$ cat config.mk
export PLATFORM = sky130hd
export DESIGN_NAME = fog_uart_frame_tx_flat
export DESIGN_NICKNAME = d
export VERILOG_FILES = /design/src/rtl/fog_uart_frame_tx_if.sv /design/src/rtl/fog_uart_frame_tx.sv /design/src/flat_wrapper.sv
export SDC_FILE = /design/constraint.sdc
export NUM_CORES = 1
export LEC_CHECK = 0
export ABC_AREA = 1
export BUFFER_PORTS_ARGS = -buffer_cell sky130_fd_sc_hd__buf_2
export CORE_UTILIZATION = 35
export CTS_CLUSTER_SIZE = 24
export DETAILED_ROUTE_END_ITERATION = 6
export RECOVER_POWER = 25
export SKIP_LAST_GASP = 1
export SYNTH_ARGS = -nofsm -noshare
export SYNTH_HDL_FRONTEND = slang
export SYNTH_SLANG_ARGS = --single-unit
$ cat constraint.sdc
create_clock -name i_clk -period 1.8 [get_ports i_clk]
set_clock_uncertainty 0.1 [all_clocks]
set_input_delay 0.18 -clock i_clk [delete_from_list [all_inputs] [get_ports i_clk]]
set_output_delay 0.18 -clock i_clk [all_outputs]
set_load 0.005 [all_outputs]
$ cat src/rtl/fog_uart_frame_tx_if.sv
// Bus bundle between the FOG sampling logic and the frame transmitter.
// Handshake: a frame request is i_trig high for one cycle while i_en is high;
// it is taken only when the transmitter is idle (o_busy low), otherwise it is
// counted in o_drop_cnt. There is no back-pressure; o_busy tells the requester
// whether its next trigger will be taken or dropped.
interface fog_uart_frame_tx_if;
  logic        i_en;
  logic        i_trig;
  logic [31:0] i_step;
  logic [31:0] i_err;
  logic        o_tx;
  logic        o_busy;
  logic        o_frame_done;
  logic [15:0] o_drop_cnt;

  // Requester side: drives enable/trigger/data, observes line and status.
  modport master (
    output i_en, i_trig, i_step, i_err,
    input  o_tx, o_busy, o_frame_done, o_drop_cnt
  );

  // Transmitter side.
  modport slave (
    input  i_en, i_trig, i_step, i_err,
    output o_tx, o_busy, o_frame_done, o_drop_cnt
  );
endinterface

$ cat src/rtl/fog_uart_frame_tx.sv
// FOG-to-CPU link transmitter: snapshots step/error words on an accepted
// trigger and sends a 12-byte frame (header, step, err, seq, xor checksum)
// as UART 8N1 with no gaps between bytes.
module fog_uart_frame_tx #(
  parameter int         CLK_DIV = 868,
  parameter logic [7:0] HEADER0 = 8'hAB,
  parameter logic [7:0] HEADER1 = 8'hBA
) (
  input  logic                i_clk,
  input  logic                i_rst_n,
  fog_uart_frame_tx_if.slave  bus,
  output logic [2:0]          o_dbg_state
);

  localparam int                DIV_W    = $clog2(CLK_DIV);
  localparam logic [DIV_W-1:0]  DIV_LAST = DIV_W'(CLK_DIV - 1);

  typedef enum logic [2:0] {
    S_IDLE  = 3'd0,
    S_START = 3'd1,
    S_DATA  = 3'd2,
    S_STOP  = 3'd3,
    S_DONE  = 3'd4
  } state_t;

  state_t           state_q, state_d;
  logic [DIV_W-1:0] div_q, div_d;
  logic [2:0]       bit_q, bit_d;
  logic [3:0]       byte_q, byte_d;
  logic [31:0]      step_q, step_d;
  logic [31:0]      err_q, err_d;
  logic [7:0]       seq_q, seq_d;
  logic [7:0]       fseq_q, fseq_d;
  logic             tx_q, tx_d;
  logic             busy_q, busy_d;
  logic             done_q, done_d;
  logic [15:0]      drop_q, drop_d;

  logic             accept;
  logic             drop_hit;
  logic             div_last;
  logic [7:0]       chk;
  logic [7:0]       cur_byte;

  assign accept   = (state_q == S_IDLE) && bus.i_en && bus.i_trig;
  assign drop_hit = busy_q && bus.i_en && bus.i_trig;
  assign div_last = (div_q == DIV_LAST);

  // Checksum over the payload bytes, taken from the shadow copies only.
  assign chk = step_q[31:24] ^ step_q[23:16] ^ step_q[15:8] ^ step_q[7:0] ^
               err_q[31:24]  ^ err_q[23:16]  ^ err_q[15:8]  ^ err_q[7:0]  ^
               fseq_q;

  // Byte currently on the line, selected by frame position.
  always_comb begin
    cur_byte = chk;
    case (byte_q)
      4'd0:    cur_byte = HEADER0;
      4'd1:    cur_byte = HEADER1;
      4'd2:    cur_byte = step_q[31:24];
      4'd3:    cur_byte = step_q[23:16];
      4'd4:    cur_byte = step_q[15:8];
      4'd5:    cur_byte = step_q[7:0];
      4'd6:    cur_byte = err_q[31:24];
      4'd7:    cur_byte = err_q[23:16];
      4'd8:    cur_byte = err_q[15:8];
      4'd9:    cur_byte = err_q[7:0];
      4'd10:   cur_byte = fseq_q;
      default: cur_byte = chk;
    endcase
  end

  // Next-state logic. tx_d is the line level for the state being left, so
  // the registered o_tx trails the FSM by one cycle; S_DONE absorbs that
  // cycle so the final stop bit still lasts a full CLK_DIV.
  always_comb begin
    state_d = state_q;
    div_d   = div_q;
    bit_d   = bit_q;
    byte_d  = byte_q;
    step_d  = step_q;
    err_d   = err_q;
    seq_d   = seq_q;
    fseq_d  = fseq_q;
    busy_d  = busy_q;
    done_d  = 1'b0;
    tx_d    = 1'b1;
    drop_d  = drop_q;

    if (drop_hit && (drop_q != 16'hFFFF)) begin
      drop_d = drop_q + 16'd1;
    end

    case (state_q)
      S_IDLE: begin
        div_d  = '0;
        bit_d  = '0;
        byte_d = '0;
        if (accept) begin
          state_d = S_START;
          step_d  = bus.i_step;
          err_d   = bus.i_err;
          fseq_d  = seq_q;
          busy_d  = 1'b1;
        end
      end
      S_START: begin
        tx_d = 1'b0;
        if (div_last) begin
          div_d   = '0;
          bit_d   = '0;
          state_d = S_DATA;
        end else begin
          div_d = div_q + DIV_W'(1);
        end
      end
      S_DATA: begin
        tx_d = cur_byte[bit_q];
        if (div_last) begin
          div_d = '0;
          if (bit_q == 3'd7) begin
            state_d = S_STOP;
          end else begin
            bit_d = bit_q + 3'd1;
          end
        end else begin
          div_d = div_q + DIV_W'(1);
        end
      end
      S_STOP: begin
        tx_d = 1'b1;
        if (div_last) begin
          div_d = '0;
          if (byte_q == 4'd11) begin
            state_d = S_DONE;
          end else begin
            byte_d  = byte_q + 4'd1;
            state_d = S_START;
          end
        end else begin
          div_d = div_q + DIV_W'(1);
        end
      end
      S_DONE: begin
        tx_d    = 1'b1;
        state_d = S_IDLE;
        busy_d  = 1'b0;
        done_d  = 1'b1;
        seq_d   = seq_q + 8'd1;
        byte_d  = '0;
      end
      default: begin
        state_d = S_IDLE;
        busy_d  = 1'b0;
      end
    endcase
  end

  // State and datapath registers; reset forces an idle, high line at once.
  always_ff @(posedge i_clk or negedge i_rst_n) begin
    if (!i_rst_n) begin
      state_q <= S_IDLE;
      div_q   <= '0;
      bit_q   <= '0;
      byte_q  <= '0;
      step_q  <= '0;
      err_q   <= '0;
      seq_q   <= '0;
      fseq_q  <= '0;
      tx_q    <= 1'b1;
      busy_q  <= 1'b0;
      done_q  <= 1'b0;
      drop_q  <= '0;
    end else begin
      state_q <= state_d;
      div_q   <= div_d;
      bit_q   <= bit_d;
      byte_q  <= byte_d;
      step_q  <= step_d;
      err_q   <= err_d;
      seq_q   <= seq_d;
      fseq_q  <= fseq_d;
      tx_q    <= tx_d;
      busy_q  <= busy_d;
      done_q  <= done_d;
      drop_q  <= drop_d;
    end
  end

  assign bus.o_tx         = tx_q;
  assign bus.o_busy       = busy_q;
  assign bus.o_frame_done = done_q;
  assign bus.o_drop_cnt   = drop_q;
  assign o_dbg_state      = state_q;

endmodule

$ cat src/flat_wrapper.sv
// flat-port wrapper written by rule: the top's interface ports become plain ports
module fog_uart_frame_tx_flat 
#(
  parameter int         CLK_DIV = 868,
  parameter logic [7:0] HEADER0 = 8'hAB,
  parameter logic [7:0] HEADER1 = 8'hBA
)
  (i_clk, i_rst_n, o_dbg_state, bus_i_en, bus_i_trig, bus_i_step, bus_i_err, bus_o_tx, bus_o_busy, bus_o_frame_done, bus_o_drop_cnt);
  fog_uart_frame_tx_if bus_i ();
  input  logic i_clk;
  input  logic i_rst_n;
  output logic [2:0] o_dbg_state;
  input wire logic [$bits(bus_i.i_en)-1:0] bus_i_en;
  input wire logic [$bits(bus_i.i_trig)-1:0] bus_i_trig;
  input wire logic [$bits(bus_i.i_step)-1:0] bus_i_step;
  input wire logic [$bits(bus_i.i_err)-1:0] bus_i_err;
  output wire logic [$bits(bus_i.o_tx)-1:0] bus_o_tx;
  output wire logic [$bits(bus_i.o_busy)-1:0] bus_o_busy;
  output wire logic [$bits(bus_i.o_frame_done)-1:0] bus_o_frame_done;
  output wire logic [$bits(bus_i.o_drop_cnt)-1:0] bus_o_drop_cnt;
  assign bus_i.i_en = bus_i_en;
  assign bus_i.i_trig = bus_i_trig;
  assign bus_i.i_step = bus_i_step;
  assign bus_i.i_err = bus_i_err;
  assign bus_o_tx = bus_i.o_tx;
  assign bus_o_busy = bus_i.o_busy;
  assign bus_o_frame_done = bus_i.o_frame_done;
  assign bus_o_drop_cnt = bus_i.o_drop_cnt;
  fog_uart_frame_tx #(.CLK_DIV(CLK_DIV), .HEADER0(HEADER0), .HEADER1(HEADER1)) u_core (.i_clk(i_clk), .i_rst_n(i_rst_n), .bus(bus_i), .o_dbg_state(o_dbg_state));
endmodule
==> results of run 1 <==
==> sequential cells by signal (all words and copies together) (netlist names), 3 cells and up <==
register	count
u_core.o_dbg_state	3
u_core.step_q	32
u_core.bit_q	3
u_core.err_q	32
u_core.seq_q	8
u_core.fseq_q	8
u_core.byte_q	4
u_core.div_q	10
u_core.bus.o_drop_cnt	16
==> synth_stat cells (3+ instances only) <==
cell      count  share of area
o22ai_1       3         0.0027
inv_1       120          0.065
nand3_1      83          0.060
inv_2         5         0.0027
o21ai_0      24          0.017
xor2_1       21          0.026
nor4_1        5         0.0045
mux2_2       25          0.041
clkbuf_1      8         0.0043
nand2_1     260           0.14
nor2_2        4         0.0036
xnor2_1      13          0.016
nor2_4        3         0.0049
nor2_1      123          0.066
a21oi_1      56          0.040
buf_2        10         0.0072
nand2_2       4         0.0036
ha_1          9          0.016
nand4_1      12          0.011
nand3b_1      5         0.0054
buf_6         4         0.0065
dfrtp_1     118           0.42
nor3_1       10         0.0072
==> metrics by stage <==
stage / setup slack, ns / TNS (ns) / power (mW)
finish: -0.2115 / -0.3461 / 6.855
global route: -0.3449 / -2.776 / 7.139
CTS: -0.2206 / -0.4812 / 6.923
detailed placement: -0.4083 / -1.484 / 3.344
global placement: -0.3968 / -1.196 / 3.340
floorplan: -0.1226 / -0.3007 / 2.990
==> timing repair <==
action / CTS / global route
gates resized for setup: 51 / 43
gates cloned: 1 / 4
pin swaps: 38 / 23
buffers inserted: 9 / 4
hold endpoints to repair: 183 / 0
setup endpoints to repair: 43 / 63
hold buffers: 65 / 0
==> power groups by stage <==
stage	clock network [mW]	logic (mW)	registers, mW
after CTS	3.49	0.647	2.79
final	3.42	0.646	2.79
after global placement	0	0.505	2.84
after detailed placement	0	0.509	2.83
after global routing	3.62	0.726	2.80
after floorplan	0	0.116	2.87
==> path summary, 6_finish.rpt <==
check                            startpoint               endpoint  cells past startpoint
max in group asynchronous           i_rst_n       u_core.byte_q[3]                      3
max                        u_core.byte_q[1]        u_core.bus.o_tx                     15
min in group asynchronous           i_rst_n       u_core.err_q[19]                      3
min                                bus_i_en  u_core.o_dbg_state[2]                      5
max reg2reg                u_core.byte_q[1]        u_core.bus.o_tx                     15
min reg2reg                 u_core.seq_q[7]        u_core.seq_q[7]                      1
==> routing by layer <==
| metal | track usage | up-vias |
|---|---|---|
| met5 | 0 | - |
| li1 | - | 3526 |
| met1 | 0.2494 | 3262 |
| met2 | 0.3584 | 143 |
| met4 | 0.06225 | 0 |
| met3 | 0.04527 | 33 |
==> logic make-up (layout without fill, tap and decap cells) <==
group | after synthesis | count (layout)
buffers and inverters | 151 | 431
AO/OA/AOI/OAI | 89 | 89
flip-flops | 119 | 119
adder cells (fa/ha/maj) | 9 | 9
multiplexers | 26 | 26
XOR/XNOR | 34 | 34
AND/OR/NAND/NOR | 513 | 514
==> final cells by class <==
class	count	area share
timing repair buffer	272	0.2095
inverter	127	0.04770
tap	265	0.03233
clock buffer	19	0.04319
clock inverter	13	0.01427
multi-input combinational	672	0.3620
sequential	119	0.2911
==> worst min-delay path, stage by stage <==
cell and delay (ns):
buf_2 0.12, nand2_1 0.08, nand2_1 0.11, o2111ai_4 0.14
nor2_1 0.04
==> qor.txt, run 1 <==
Top layer in use -> met4
Final Hold Fails -> 0
Global route overflow -> 0
Synth Area in Adders -> 0.01620
Register area share after synthesis -> 0.4286
Synth warn -> 0
Vias -> 6964
Switching Share -> 0.2422
Number of enable flip-flop cells after synthesis -> 0
Share of flip-flops with an asynchronous set or reset -> 1.000
Clock power share -> 0.499
R2R Setup Slk -> -0.21 ns
Leakage -> 5.375 nW
Rel. slew slack -> 0.1816
Vias in the first global route -> 6827
Final setup violating endpoints -> 6
Initial drt markers -> 369
Finished Cell Area -> 10260 um^2
Routed Antenna Nets -> 0
Largest family of logic cells by synthesized area -> simple AND/OR/NAND/NOR gates
Worst path bufs/invs -> 3
Worst-path clk slew -> 0.06 ns
Latest clock arrival within the worst-skew pair -> 0.42 ns
Largest stage delay on the critical path -> 0.43 ns
First-pass GRT wire length -> 32200 um
Max cap viols -> 0
Footprint of the multi-input gates -> 3712 um^2
VDD IR max -> 491.3 uV
Most frequent cell on the critical path -> nand2_1
Gr usage total -> 0.2048
Initial antenna violation count -> 0
Min Hold Slack -> 0.1895 ns
Main synth FF type -> dfrtp_1
Starting Density -> 0.3571
I/O pins -> 90
Nets -> 1286
Failing checks -> setup timing
DP HPWL -> 14160 um
Int Power -> 5.195 mW
Crit path launch type -> register
Ant diodes -> 0
Met3 wire len -> 865 um
Met2 routed WL -> 10110 um
Die width -> 142.9 um
Commonest non-fill, non-tap cells in the layout -> 249 x nand2_1, 113 x inv_1, 113 x dfrtp_1
Worst hold-check path type -> in -> reg
Combinational share of power -> 0.094
Final Non-Filler Cells -> 1487
Element type at the critical path end -> register
Simple-gate share of the synthesized area -> 0.3129
Final core occ -> 0.5270
CP Class -> reg -> reg
CP max FO -> 5
Register area -> 2985 um^2
Commonest non-fill, non-tap cell in the layout -> nand2_1
Placed insts -> 1375
Die H -> 142.9 um
Switching pwr -> 1.660 mW
Fin crit share -> 1.118
Vias per cell -> 4.683
Drt pass-1 iters -> 5
Mapped Avg Cell Area -> 7.386 um^2
Synth Area in Compound Gates -> 0.06697
FILL cells -> 1833
Synth Area in XOR/XNOR -> 0.04284
Arr. time, crit path -> 2.26 ns
Seq pwr share -> 0.407
Sink Count -> 119
Syn nets -> 1018
Die area -> 20430 um^2
CORE AREA -> 19460 um^2
Clock Tree Root -> clkbuf_16
Wire length on met1 -> 9264 um
Mapped cell area -> 6950 um^2
Synth unique cells -> 39
Cells after synthesis -> 941
Synth Register Bits -> 119
Final min period -> 2.012 ns
IO buf count -> 89
Drt wl/cell -> 13.95 um
Num CTS Buffers -> 17
Pwr Density -> 668.4 nW/um^2
Largest net degree at the start of global routing -> 77
Post-synthesis mux area share -> 0.04212
Final GP Congestion -> 0.8748
Max clock buf depth -> 2
Fmax -> 0.4971 GHz
RSZ-0062 raised after global routing -> yes
# rows -> 51
Ratio of cells with drive above 1 in the final layout -> 0.2897
Final worst setup slack -> -0.2115 ns
CTS tree -> done
CP delay by family, top -> simple AND/OR/NAND/NOR gates
Area added between synthesis and finish -> 47.56%
DRC viols -> 0
CP max-delay cell -> dfrtp_2
Pins over their slew limit -> 0
Worst Tran Pin Value -> 1.228 ns
Critical Path, Cell by Cell -> inv_4 -> ha_4 -> buf_6 -> o21ai_4 -> o21ai_1 -> inv_1 -> nand3_2 -> nor2_1 -> nor2_1 -> nand2_1 -> nand3_2 -> nand3_2 -> nand2_1 -> nand2_1 -> nand2_1
Area after DPL -> 8469 um^2
H-Tree Depth -> 4
Status -> finished with violations
Detailed Route WL -> 20740 um
Critical Path RT -> 2.05 ns
Power figures use the tool's default switching activity.
==> inputs of run 2 (changes only) <==
--- a/config.mk
+++ b/config.mk
@@ -7,7 +7,7 @@
 export LEC_CHECK = 0
 export ABC_AREA = 1
 export BUFFER_PORTS_ARGS = -buffer_cell sky130_fd_sc_hd__buf_2
-export CORE_UTILIZATION = 35
+export CORE_UTILIZATION = 28
 export CTS_CLUSTER_SIZE = 24
 export DETAILED_ROUTE_END_ITERATION = 6
 export RECOVER_POWER = 25
==> qor.txt, run 2 (synthesized netlist as in run 1, its figures left out) <==
Worst Tran Pin Value -> 0.9453 ns
Rel. slew slack -> 0.3698
DP HPWL -> 14830 um
Final min period -> 2.037 ns
Ratio of cells with drive above 1 in the final layout -> 0.2801
Die H -> 159.6 um
H-Tree Depth -> 4
Pins over their slew limit -> 0
Area after DPL -> 8506 um^2
Latest clock arrival within the worst-skew pair -> 0.42 ns
CTS tree -> done
Fmax -> 0.4908 GHz
Final Non-Filler Cells -> 1538
Drt wl/cell -> 13.20 um
Largest net degree at the start of global routing -> 78
Placed insts -> 1429
IO buf count -> 89
Vias -> 6864
Leakage -> 5.279 nW
Detailed Route WL -> 20300 um
Combinational share of power -> 0.097
DRC viols -> 0
Vias per cell -> 4.463
Commonest non-fill, non-tap cells in the layout -> 247 x nand2_1, 114 x inv_1, 113 x dfrtp_1
Final setup violating endpoints -> 6
Worst hold-check path type -> in -> reg
RSZ-0062 raised after global routing -> yes
Starting Density -> 0.2858
Routed Antenna Nets -> 0
Critical Path RT -> 2.06 ns
Int Power -> 5.159 mW
Nets -> 1279
Gr usage total -> 0.1644
Die width -> 159.6 um
Max clock buf depth -> 2
Element type at the critical path end -> register
Drt pass-1 iters -> 5
FILL cells -> 2498
Worst hold path depth -> 5
Arr. time, crit path -> 2.30 ns
Switching Share -> 0.2393
Pwr Density -> 669.9 nW/um^2
Ant diodes -> 0
Sink Count -> 119
Worst-path clk slew -> 0.06 ns
Fin crit share -> 1.132
Finished Cell Area -> 10120 um^2
# rows -> 57
Final worst setup slack -> -0.2375 ns
Global route overflow -> 0
Max cap viols -> 0
Final GP Congestion -> 0.8699
I/O pins -> 90
Seq pwr share -> 0.411
VDD IR max -> 522.3 uV
Status -> finished with violations
Initial drt markers -> 356
Commonest non-fill, non-tap cell in the layout -> nand2_1
Clock Tree Root -> clkbuf_16
Num CTS Buffers -> 17
Vias in the first global route -> 6759
CP max FO -> 8
Reg2Reg Depth -> 16
Switching pwr -> 1.623 mW
Die area -> 25460 um^2
CP Class -> reg -> reg
Crit path launch type -> register
Failing checks -> setup timing
First-pass GRT wire length -> 33060 um
CORE AREA -> 24320 um^2
Initial antenna violation count -> 0
Clock power share -> 0.492
Final Hold Fails -> 0
Area added between synthesis and finish -> 45.67%
[run 2: cell type report]
cell class	instances	area [um^2]	share of cell area
Sequential cell	119	2985	0.2949
Clock inverter	14	152.6	0.01508
Timing Repair Buffer	265	2017	0.1992
Multi-Input combinational cell	672	3650	0.3605
Clock buffer	17	425.4	0.04202
Inverter	127	489.2	0.04832
Tap cell	324	405.4	0.04004
[run 2: critical path: stages, from the launching register on]
cell	delay, ns
dfrtp_2	0.44
inv_4	0.07
ha_4	0.20
buf_6	0.13
nand2_4	0.06
nand2_2	0.05
inv_2	0.06
nand2_4	0.08
nor2_4	0.24
nor2_1	0.09
nor2_1	0.09
nand2_1	0.06
nand3_1	0.06
nand3_1	0.07
nand2_1	0.06
nand2_1	0.05
nand2_1	0.07
[run 2: timing repair]
item / 4_1_cts / 5_1_grt
pin swaps: 7 / 37
endpoints found under the hold margin: 183 / 0
setup endpoints to repair: 24 / 43
gates cloned: 1 / 1
gates resized for setup: 10 / 73
buffers inserted: 2 / 9
hold buffers: 65 / 0
[run 2: final timing paths]
kind / startpoint / endpoint / slack (ns)
worst max-delay path: u_core.byte_q[0] / u_core.bus.o_tx / -0.24
worst max register to register: u_core.byte_q[0] / u_core.bus.o_tx / -0.24
worst min-delay path: bus_i_en / u_core.o_dbg_state[2] / 0.19
worst min register to register: u_core.seq_q[7] / u_core.seq_q[7] / 0.37
max in group asynchronous: i_rst_n / u_core.byte_q[0] / 0.47
min in group asynchronous: i_rst_n / u_core.bus.o_drop_cnt[12] / 0.41
[run 2: routing by layer]
metal,GRT usage,up-vias,routed length (um)
li1,-,3516,-
met5,0,-,0
met1,0.2074,3171,9348
met3,0.03699,23,923
met2,0.2735,154,9659
met4,0.06119,0,365
[run 2: stage by stage]
| stage | util | setup slack [ns] | setup TNS [ns] | power, mW | hold slack (ns) |
|---|---|---|---|---|---|
| floorplan | - | -0.1226 | -0.3007 | 2.990 | -0.2156 |
| global placement | 0.3497 | -0.2816 | -0.6738 | 3.351 | 0.1074 |
| detailed placement | 0.3497 | -0.2869 | -0.8629 | 3.359 | 0.1139 |
| CTS | 0.4029 | -0.2556 | -0.5474 | 6.866 | 0.2142 |
| global route | 0.4163 | -0.3436 | -1.603 | 7.083 | 0.2189 |
| finish | 0.4163 | -0.2375 | -0.6052 | 6.782 | 0.1948 |
[run 2: power by group through the flow]
stage / combinational, mW / clock [mW] / sequential, mW
2_1_floorplan: 0.116 / 0 / 2.87
3_3_place_gp: 0.516 / 0 / 2.83
3_5_place_dp: 0.523 / 0 / 2.84
4_1_cts: 0.652 / 3.43 / 2.79
5_1_grt: 0.736 / 3.55 / 2.79
6_report: 0.658 / 3.34 / 2.79
==> inputs of run 3 (changes only) <==
--- a/config.mk
+++ b/config.mk
@@ -11,6 +11,7 @@
 export CTS_CLUSTER_SIZE = 24
 export DETAILED_ROUTE_END_ITERATION = 6
 export RECOVER_POWER = 25
+export REMOVE_ABC_BUFFERS = 1
 export SKIP_LAST_GASP = 1
 export SYNTH_ARGS = -nofsm -noshare
 export SYNTH_HDL_FRONTEND = slang
==> qor.txt, run 3 (synthesized netlist as in run 1, its figures left out) <==
Num CTS Buffers -> 17
Failing checks -> setup timing
Latest clock arrival within the worst-skew pair -> 0.42 ns
Max clock buf depth -> 2
Drt pass-1 iters -> 5
Element type at the critical path end -> register
Crit path launch type -> register
Total negative slack -> -0.8564 ns
HP Start -> bus_i_en
Gr usage total -> 0.1687
Status -> finished with violations
Footprint of the multi-input gates -> 3866 um^2
Arr. time, crit path -> 2.31 ns
Max cap viols -> 0
Finished Cell Area -> 10630 um^2
Initial antenna violation count -> 0
Ratio of cells with drive above 1 in the final layout -> 0.3215
CTS tree -> done
Die H -> 159.6 um
Worst Tran Pin Value -> 0.7409 ns
Drt wl/cell -> 13.74 um
FILL cells -> 2340
Placed insts -> 1426
I/O pins -> 90
Global route overflow -> 0
Vias in the first global route -> 7104
Final Hold Fails -> 0
DRC viols -> 0
Sink Count -> 119
Final setup violating endpoints -> 11
Fin crit share -> 1.136
Die width -> 159.6 um
Critical Path RT -> 2.07 ns
Final Non-Filler Cells -> 1559
# rows -> 57
Pins over their slew limit -> 0
Min Hold Slack -> 0.2285 ns
Commonest non-fill, non-tap cells in the layout -> 241 x nand2_1, 117 x dfrtp_1, 112 x inv_1
Nets -> 1299
First-pass GRT wire length -> 34200 um
Die area -> 25460 um^2
CP max FO -> 5
Commonest non-fill, non-tap cell in the layout -> nand2_1
Vias -> 7071
Critical Path Start -> u_core.byte_q[0]
Area added between synthesis and finish -> 52.89%
H-Tree Depth -> 4
Detailed Route WL -> 21410 um
Final GP Congestion -> 0.8953
VDD IR max -> 620.5 uV
Reg2reg start -> u_core.byte_q[0]
Final min period -> 2.044 ns
Fmax -> 0.4891 GHz
Area after DPL -> 8456 um^2
CP Class -> reg -> reg
Leakage -> 5.521 nW
RSZ-0062 raised after global routing -> yes
DP HPWL -> 14790 um
IO buf count -> 89
Tot Pwr -> 6.752 mW
Post-Place Setup Slack -> -0.4090 ns
Register area -> 2980 um^2
Ant diodes -> 0
Largest net degree at the start of global routing -> 45
Worst-path clk slew -> 0.06 ns
Pwr Density -> 635.4 nW/um^2
CORE AREA -> 24320 um^2
Starting Density -> 0.2858
Routed Antenna Nets -> 0
Initial drt markers -> 396
Rel. slew slack -> 0.5060
Final worst setup slack -> -0.2444 ns
Clock Tree Root -> clkbuf_16
Worst hold-check path type -> in -> reg
Vias per cell -> 4.536
Final core occ -> 0.4370
==> run 3: path summary, 6_finish.rpt <==
kind	depth (start not counted)	slack [ns]	end
worst max-delay path	17	-0.24	u_core.bus.o_tx
worst min-delay path	4	0.23	u_core.err_q[25]
worst max register to register	17	-0.24	u_core.bus.o_tx
worst min register to register	1	0.37	u_core.seq_q[7]
max in group asynchronous	3	0.28	u_core.seq_q[5]
min in group asynchronous	2	0.24	u_core.err_q[18]
==> run 3: timing repair <==
action / 4_1_cts / 5_1_grt
resized for setup: 58 / 102
cloned: 1 / 5
endpoints found under the hold margin: 183 / 0
hold buffers: 65 / 0
endpoints found under the setup margin: 22 / 73
pin swaps: 21 / 60
setup buffers: 11 / 22
==> run 3: area by class of cell <==
class	instances	area share
inverters	127	0.04580
repair buffers	285	0.2184
clock inverters	14	0.01201
clock buffers	18	0.04133
flip-flops and latches	119	0.2805
well taps	324	0.03815
multi-input cells	672	0.3638
==> run 3: metal layers <==
layer	GRT usage	routed length, um
met2	0.2910	10390
met4	0.06556	440
met1	0.2087	9643
met3	0.02943	937
met5	0	0
==> run 3: worst max-delay path, stage by stage, from the launching register on <==
cell and delay, ns:
dfrtp_1 0.42, inv_2 0.14, ha_4 0.20, nand2_2 0.09
buf_4 0.17, inv_1 0.11, nand2_1 0.07, nand2_2 0.07
inv_2 0.03, nand3_2 0.05, nor2_1 0.04, nor2_1 0.09
nand2_1 0.07, nand3_2 0.08, nand3_2 0.08, nand2_2 0.07
nand2_1 0.04, nand2_1 0.06
==> run 3: report_power, final <==
group	leakage [nW]	switching, mW	internal, mW
Clock	0.269	1.32	1.94
Sequential	1.38	0.0563	2.75
Combinational	3.87	0.302	0.389
